File: config.mk
export PLATFORM = sky130hd
export DESIGN_NAME = digit_display
export DESIGN_NICKNAME = d
export VERILOG_FILES = /design/src/rtl/digit_display.sv
export SDC_FILE = /design/constraint.sdc
export NUM_CORES = 1
export LEC_CHECK = 0
export BUFFER_PORTS_ARGS = -buffer_cell sky130_fd_sc_hd__clkbuf_2
export CAP_MARGIN = 30
export CORE_MARGIN = 2
export CORE_UTILIZATION = 59
export CTS_BUF_LIST = sky130_fd_sc_hd__clkbuf_4 sky130_fd_sc_hd__clkbuf_8
export CTS_CLUSTER_SIZE = 14
export DETAILED_ROUTE_END_ITERATION = 7
export GPL_TIMING_DRIVEN = 1
export MAX_ROUTING_LAYER = met4
export PLACE_DENSITY = 0.84
export REMOVE_ABC_BUFFERS = 1
export SLEW_MARGIN = 20
export SYNTH_ARGS = -nofsm -noshare
export SYNTH_HDL_FRONTEND = slang
export SYNTH_SLANG_ARGS = --single-unit
export TNS_END_PERCENT = 30
File: constraint.sdc
create_clock -name clk -period 5 [get_ports clk]
set_input_delay 1 -clock clk [delete_from_list [all_inputs] [get_ports clk]]
set_output_delay 1 -clock clk [all_outputs]
set_load 0.05 [all_outputs]
File: src/rtl/digit_display.sv
// rtl/digit_display.sv - 3-stage pipelined multi-digit glyph renderer with frame-synchronous digit snapshot
// Optional per-digit blinking is enabled by defining DIGIT_DISPLAY_BLINK_EN.
module digit_display #(
  parameter int                 NUM_DIGITS   = 4,
  parameter int                 DIGIT_W      = 3,
  parameter int                 GLYPH_W      = 21,
  parameter int                 GLYPH_H      = 23,
  parameter int                 GAP          = 2,
  parameter int                 ROM_BASE     = 23,
  parameter int                 COLOR_W      = 3,
  parameter logic [COLOR_W-1:0] INK          = 3'b110,
  parameter logic [COLOR_W-1:0] BG           = 3'b000,
  parameter int                 BLINK_FRAMES = 30
) (
  input  logic                           clk,
  input  logic                           rstn,
  input  logic                           frame_start,
  input  logic [NUM_DIGITS*DIGIT_W-1:0]  digits,
  input  logic [NUM_DIGITS-1:0]          blink_mask,
  input  logic [9:0]                     x_px,
  input  logic [9:0]                     y_px,
  input  logic [9:0]                     x_scr,
  input  logic [9:0]                     y_scr,
  output logic [9:0]                     rom_x,
  output logic [9:0]                     rom_y,
  input  logic                           rom_pixel,
  output logic [COLOR_W-1:0]             color_px,
  output logic                           active
);

  localparam int PITCH   = GLYPH_W + GAP;
  localparam int FIELD_W = NUM_DIGITS * GLYPH_W + (NUM_DIGITS - 1) * GAP;
  localparam int IDX_W   = (NUM_DIGITS > 1) ? $clog2(NUM_DIGITS) : 1;

  logic [NUM_DIGITS*DIGIT_W-1:0] snap_q;
  logic [9:0]                    rom_x_q, rom_y_q;
  logic                          hit1_q, gap1_q, blank1_q;
  logic                          hit2_q, gap2_q, blank2_q;
  logic                          active_q;
  logic [COLOR_W-1:0]            color_q;

  logic [10:0]          x11, y11, xs11, ys11, dx;
  logic [9:0]           dy;
  logic                 in_field, in_cell;
  logic [IDX_W-1:0]     cell_k;
  logic [9:0]           cell_off;
  logic [DIGIT_W-1:0]   digit_val;
  logic                 blank_d;
  logic [9:0]           rom_x_d, rom_y_d;

  // 11-bit compares: a field hanging past 1023 clips instead of wrapping to x=0
  assign x11  = {1'b0, x_px};
  assign y11  = {1'b0, y_px};
  assign xs11 = {1'b0, x_scr};
  assign ys11 = {1'b0, y_scr};
  assign dx   = x11 - xs11;
  assign dy   = y_px - y_scr;

  assign in_field = (x11 >= xs11) && (x11 < xs11 + 11'(FIELD_W)) &&
                    (y11 >= ys11) && (y11 < ys11 + 11'(GLYPH_H));

  always_comb begin
    in_cell  = 1'b0;
    cell_k   = '0;
    cell_off = '0;
    for (int i = 0; i < NUM_DIGITS; i++) begin
      if (dx >= 11'(i * PITCH) && dx < 11'(i * PITCH + GLYPH_W)) begin
        in_cell  = 1'b1;
        cell_k   = IDX_W'(i);
        cell_off = 10'(dx - 11'(i * PITCH));
      end
    end
  end

  assign digit_val = snap_q[int'(cell_k)*DIGIT_W +: DIGIT_W];
  assign rom_x_d   = (in_field && in_cell) ? cell_off : '0;
  assign rom_y_d   = (in_field && in_cell) ?
                     dy + 10'(int'(digit_val) * GLYPH_H) + 10'(ROM_BASE) : '0;

`ifdef DIGIT_DISPLAY_BLINK_EN
  localparam int CNT_W = (BLINK_FRAMES > 1) ? $clog2(BLINK_FRAMES) : 1;
  logic [CNT_W-1:0] blink_cnt_q;
  logic             hidden_q;

  always_ff @(posedge clk or negedge rstn) begin
    if (!rstn) begin
      blink_cnt_q <= '0;
      hidden_q    <= 1'b0;
    end else if (frame_start) begin
      if (blink_cnt_q == CNT_W'(BLINK_FRAMES - 1)) begin
        blink_cnt_q <= '0;
        hidden_q    <= ~hidden_q;
      end else begin
        blink_cnt_q <= blink_cnt_q + 1'b1;
      end
    end
  end

  assign blank_d = hidden_q && blink_mask[cell_k];
`else
  localparam int unused_blink_frames = BLINK_FRAMES;
  logic unused_blink_mask;
  assign unused_blink_mask = ^blink_mask;
  assign blank_d = 1'b0;
`endif

  always_ff @(posedge clk or negedge rstn) begin
    if (!rstn) begin
      snap_q   <= '0;
      rom_x_q  <= '0;
      rom_y_q  <= '0;
      hit1_q   <= 1'b0;
      gap1_q   <= 1'b0;
      blank1_q <= 1'b0;
      hit2_q   <= 1'b0;
      gap2_q   <= 1'b0;
      blank2_q <= 1'b0;
      active_q <= 1'b0;
      color_q  <= BG;
    end else begin
      if (frame_start) snap_q <= digits;
      rom_x_q  <= rom_x_d;
      rom_y_q  <= rom_y_d;
      hit1_q   <= in_field;
      gap1_q   <= in_field && !in_cell;
      blank1_q <= in_field && in_cell && blank_d;
      hit2_q   <= hit1_q;
      gap2_q   <= gap1_q;
      blank2_q <= blank1_q;
      active_q <= hit2_q;
      color_q  <= (hit2_q && !gap2_q && !blank2_q && rom_pixel) ? INK : BG;
    end
  end

  assign rom_x    = rom_x_q;
  assign rom_y    = rom_y_q;
  assign active   = active_q;
  assign color_px = color_q;

endmodule

Word-level counts from Yosys, hierarchy flattened
Index checks and enable logic that the tools add are counted.
- add/subtract/negate cells: 9
- $mul: 2
- $lt $le $gt $ge: 12
- shift-type cells: 1
- mux-type cells: 14
- reduce and logical (&&, ||, !) cells: 13
- operators by type and width (operator ; number):
    $mux 10 ; 6
    $lt 10x11->1 ; 2
    $lt 11x7->1 const B ; 2
    $ge 10x10->1 ; 2
    $shiftx 12x5->3 ; 1
    $add 10x5->11 const B ; 1
    $add 10x7->11 const B ; 1
    $ge 11x1->1 const B ; 1
    $ge 11x5->1 const B ; 1
    $ge 11x6->1 const B ; 1
    $ge 11x7->1 const B ; 1
    $logic_and 1x1->1 ; 11
    $lt 11x5->1 const B ; 1
    $lt 11x6->1 const B ; 1
    $sub 10x10->11 ; 1
    $add 10x5->10 const B ; 1
    $add 10x8->10 ; 1
    $sub 10x10->10 ; 1
    $sub 10x5->10 const B ; 1
    $sub 10x6->10 const B ; 1
    $sub 10x7->10 const B ; 1
    $mul 3x5->8 const B ; 1
    $mux 1 ; 5
    $mul 2x2->4 const B ; 1
    other kinds (3) ; 5
- bits in registers: 40
- input port bits: 60
- output and inout port bits: 24
- word-level logic and storage cells: 60

Longest topological paths before layout
- word-level depth: 12
- mapped depth: 29
- depth with buffers taken out: 28

Least setup slack after synthesis
Ideal clock, no wire load.
- kind: input to register
- from: input port x_px[0]
- to: register rom_y_q[8], in the netlist rom_y[8]
- setup time: 0.118 ns
- data arrival time: 6.594 ns
- data required time: 4.882 ns
- path slack: -1.712 ns
- cell stages on the path: 27
- path buffers: 0
- cells stage by stage: inv_1 -> ha_1 -> inv_1 -> fa_1 -> xor2_2 -> ha_1 -> nor2b_1 -> nor2_1 -> and3_1 -> a2111o_1 -> or2_2 -> o21ai_0 -> o21ai_0 -> fa_1 -> inv_1 -> fa_1 -> inv_1 -> fa_1 -> ha_1 -> fa_1 -> a21oi_1 -> o21bai_1 -> a21oi_1 -> nor2_1 -> nor2_1 -> xor2_1 -> nor2_1
- longest elaborated chain between the ends: 12
- elaborated cells on any way between the ends: 32
- classes of those cells: 3 x add/sub; 2 x mul; 10 x order compare; 1 x shift; 8 x mux; 8 x reduce/logical
- RTL lines (what ; RTL line ; source):
    start, declared ; 20 ; input logic [9:0] x_px,
    $sub 10x10->11 ; 56 ; assign dx = x11 - xs11;
    $ge 11x5->1 or $lt 11x6->1 (tied branches) ; 67 ; if (dx >= 11'(i * PITCH) && dx < 11'(i * PITCH + GLYPH_W)) begin
    $logic_and 1x1->1 ; 67 ;
    $mux 1 ; 67 ;
    $mux 2 (2 in series) ; 67 ;
    $mul 2x2->4 ; 75 ; assign digit_val = snap_q[int'(cell_k)*DIGIT_W +: DIGIT_W];
    $shiftx 12x5->3 ; 75 ;
    $mul 3x5->8 ; 78 ; dy + 10'(int'(digit_val) * GLYPH_H) + 10'(ROM_BASE) : '0;
    $add 10x8->10 ; 78 ;
    $add 10x5->10 ; 78 ;
    $mux 10 * ; 77 ; assign rom_y_d = (in_field && in_cell) ?
    via rom_y_d[8] ; 49 ; logic [9:0] rom_x_d, rom_y_d;
    end signal, assigned ; 123 ; rom_y_q <= rom_y_d;
    end, declared ; 36 ; logic [9:0] rom_x_q, rom_y_q;
The timed path passes the listed nets; every way through them passes the cells marked *.
A chain may end at the register's enable or synchronous reset.

Worst setup path after layout
Same ends and word-level chain as after synthesis.

==> impl_metrics.toml <==
[outcome]
status = "finished, violations left"
violations = "setup timing"

[timing]
finalCritPeriodShare_pct = 133
post-route-min-period_ns = 6.67
maxSlewViolCount = 0
setup_viol = 9
relSlewSlack_pct = 46.6
max_freq_mhz = 150
hold_viol = 0
tightestPinTransition_ns = 0.781
setup_slack_ns = -1.67
grt_setup_unrepaired = "true"
clock_skew_ns = 0.0102

[global_routing]
grt_max_degree = 39
grt_pass1_vias = 4752
grt_overflow_total = 0
grt_pass1_wl_mm = 21.9
antenna_found_initial = 0
grt_usage_pct = 33.7

[yosys]
netlist_area_mm2 = 0.00444
synth_top_family_by_area = "adder cells"
synth-async-reset-ratio_pct = 100
netlist_instances = 512
synth_xor_xnor_area_share_pct = 6.28
synth_compound_area_share_pct = 19.3
synth_cell_types = 65
synthMuxAreaShare_pct = 3.01
synth_seq_cells = 38
yosys.area_share.simple_pct = 14.9
ys.warnings.count = 0
synthFlopType = "dfrtp_1"
avgSynthCellArea_um2 = 8.67
synth_edf_count = 0
yosys.area_share.adder_pct = 26.5
ys_seq_area_share_pct = 21.4

[floorplan]
dieWidth_um = 90.8
io_pins = 84
die_h_um = 90.8
num_rows = 31
start_util_pct = 61.2
coreArea_mm2 = 0.00725
die_area_mm2 = 0.00824

[layout]
final_common_cell = "buf_4"
instances_no_fill = 808
n_fill_cell = 370
layout.nets = 853
stdcell_area_mm2 = 0.00621
multiInputGateArea_mm2 = 0.00338
antennaDiodeCount = 0
post-route-util_pct = 85.7
syn2layout_area_growth_pct = 39.9
layout.area.seq_um2 = 951
most-common-layout-cells = "buf_4, clkbuf_2, inv_1, ha_1, dfrtp_1"
layout-drive-gt1-share_pct = 39.9

[route]
wirelength_mm = 15.8
num_vias = 4983
antenna_left = 0
wl_per_cell_um = 19.5
first_pass_iters = 6
drtIter0Drc = 391
avgViaCountPerCell = 6.17
drc = 0

[power_and_ir_drop]
p_sw_mw = 0.884
p_sw_share_pct = 43.5
power_density_mw_per_mm2 = 327
comb_power_share_pct = 72.6
ir_drop_v = 0.000196
p_leak_nw = 3.18
p_int_mw = 1.15
p_clk_share_pct = 11.2
power_frac_seq_pct = 16.2

[worst_setup_path]
crit_type = "primary input to flip-flop"
cp.required_ns = 5.18
max_stage_delay_ns = 0.59
startpoint_type = "primary input"
cp_data_arrival_time_ns = 6.85
cp-end-kind = "flip-flop"
slowest_stage = "fa_1"
cp_max_fo = 5

[placement]
io_buffers = 78
placed_cell_area_mm2 = 0.00570
dp.cells = 784
dp_slack_ns = -2.03
dp_hpwl_mm = 10.1
gp_congestion = 0.980

[clock_network]
cts_hold_buf = 0
htree_num_levels = 2
cts_buffers = 5
cts.sinks = 38
cts_tree = "done"
clock_path_buffers = 2
clk_latency_ns = 0.29
clkTransAtPathRegs_ns = 0.09
clock-root-buffer = "clkbuf_8"

[hold_path]
hp-class = "flip-flop to flip-flop"

[flow_run]
drv_cap = 0
timing repair:
item	in CTS	in global routing
buffers inserted	4	10
gates resized for setup	35	31
gates cloned	0	1
setup endpoints to repair	8	9
pin swaps	25	35
critical path: cells and delay by family:
kind	cells	cell delay [ns]
AO/OA/AOI/OAI	8	1.59
AND/OR/NAND/NOR	6	0.79
XOR/XNOR	1	0.22
buffers and inverters	10	0.92
adder cells (fa/ha/maj)	6	2.32
synthesized netlist by cell type (all sizes together), types with 2 or more instances:
cell     count  share of area [%]
nor2        35                3.0
clkbuf       5               0.42
fa          15                6.8
o211ai       7                1.4
nor3        11                1.4
or3b         2               0.39
xor2         6                1.4
inv         73                6.2
a21oi       30                3.6
a21o         5               0.85
o21ai       32                3.6
nor4         4               0.56
o21a         7                1.2
nor2b        5               0.70
and3         5               0.70
and2         3               0.48
o2111a       2               0.51
buf         13                1.9
nand3       14                1.6
nand2b       2               0.28
nand2       28                2.4
nand4        7               0.99
a2111oi      2               0.39
o2111ai      4               0.79
o31ai        2               0.34
nor4b        3               0.59
o311a        3               0.68
mux2        11                2.8
dfrtp       38                 21
or2          4               0.56
o32a         3               0.96
ha          70                 20
a211oi       9                1.7
or3          5               0.82
o22ai        2               0.28
xnor2       25                4.9
a31oi        4               0.70
o21bai       3               0.51
cell type report:
| cell class | instances | share of cell area [%] |
|---|---|---|
| Timing Repair Buffer | 207 | 22.3 |
| Clock inverter | 2 | 0.201 |
| Tap cell | 99 | 1.99 |
| Clock buffer | 6 | 1.33 |
| Inverter | 73 | 4.45 |
| Sequential cell | 38 | 15.3 |
| Multi-Input combinational cell | 383 | 54.4 |
sequential cells by signal, indices dropped and copies added (netlist names):
signal,count
gap1_q,1
gap2_q,1
rom_x,10
hit1_q,1
color_px,1
snap_q,12
rom_y,10
hit2_q,1
active,1
cells by family after synthesis:
group | count (synthesis)
compound gates | 123
buf+inv | 91
mux | 12
flops | 38
xor+xnor | 31
other cells | 1
simple gates | 131
fa+ha+maj | 85
power groups by stage:
stage | registers [mW] | clock network [mW] | logic, mW
after floorplan | 0.336 | 0 | 0.611
after global placement | 0.332 | 0 | 1.02
after detailed placement | 0.333 | 0 | 1.07
after CTS | 0.328 | 0.230 | 1.22
after global routing | 0.330 | 0.243 | 1.57
final | 0.329 | 0.227 | 1.48
stage by stage:
step           total power [mW]  setup TNS [ns]  hold slack [ns]
5_1_grt                    2.14          -10.93            0.370
6_report                   2.03           -9.79            0.369
3_5_place_dp               1.41          -13.71            0.337
4_1_cts                    1.78           -8.69            0.356
3_3_place_gp               1.35          -11.62            0.331
2_1_floorplan             0.948          -14.72            0.331
final timing paths:
check	endpoint	depth (start not counted)	startpoint	slack, ns
setup / recovery	rom_y[8]	31	x_px[0]	-1.67
hold / removal	hit2_q	0	hit1_q	0.37
setup reg to reg	rom_y[8]	18	snap_q[5]	0.76
hold reg to reg	hit2_q	0	hit1_q	0.37
max in group asynchronous	rom_x[0]	2	rstn	3.99
min in group asynchronous	rom_y[2]	1	rstn	0.57
layer usage:
layer / global-route usage [%] / wire (um) / vias up
met5: - / 0 / -
met4: 17.8 / 1150 / 0
met3: 4.34 / 1140 / 122
met2: 57.6 / 7550 / 363
met1: 38.4 / 5950 / 2312
li1: - / - / 2186
Note: power is estimated with default switching activity, not from simulation.
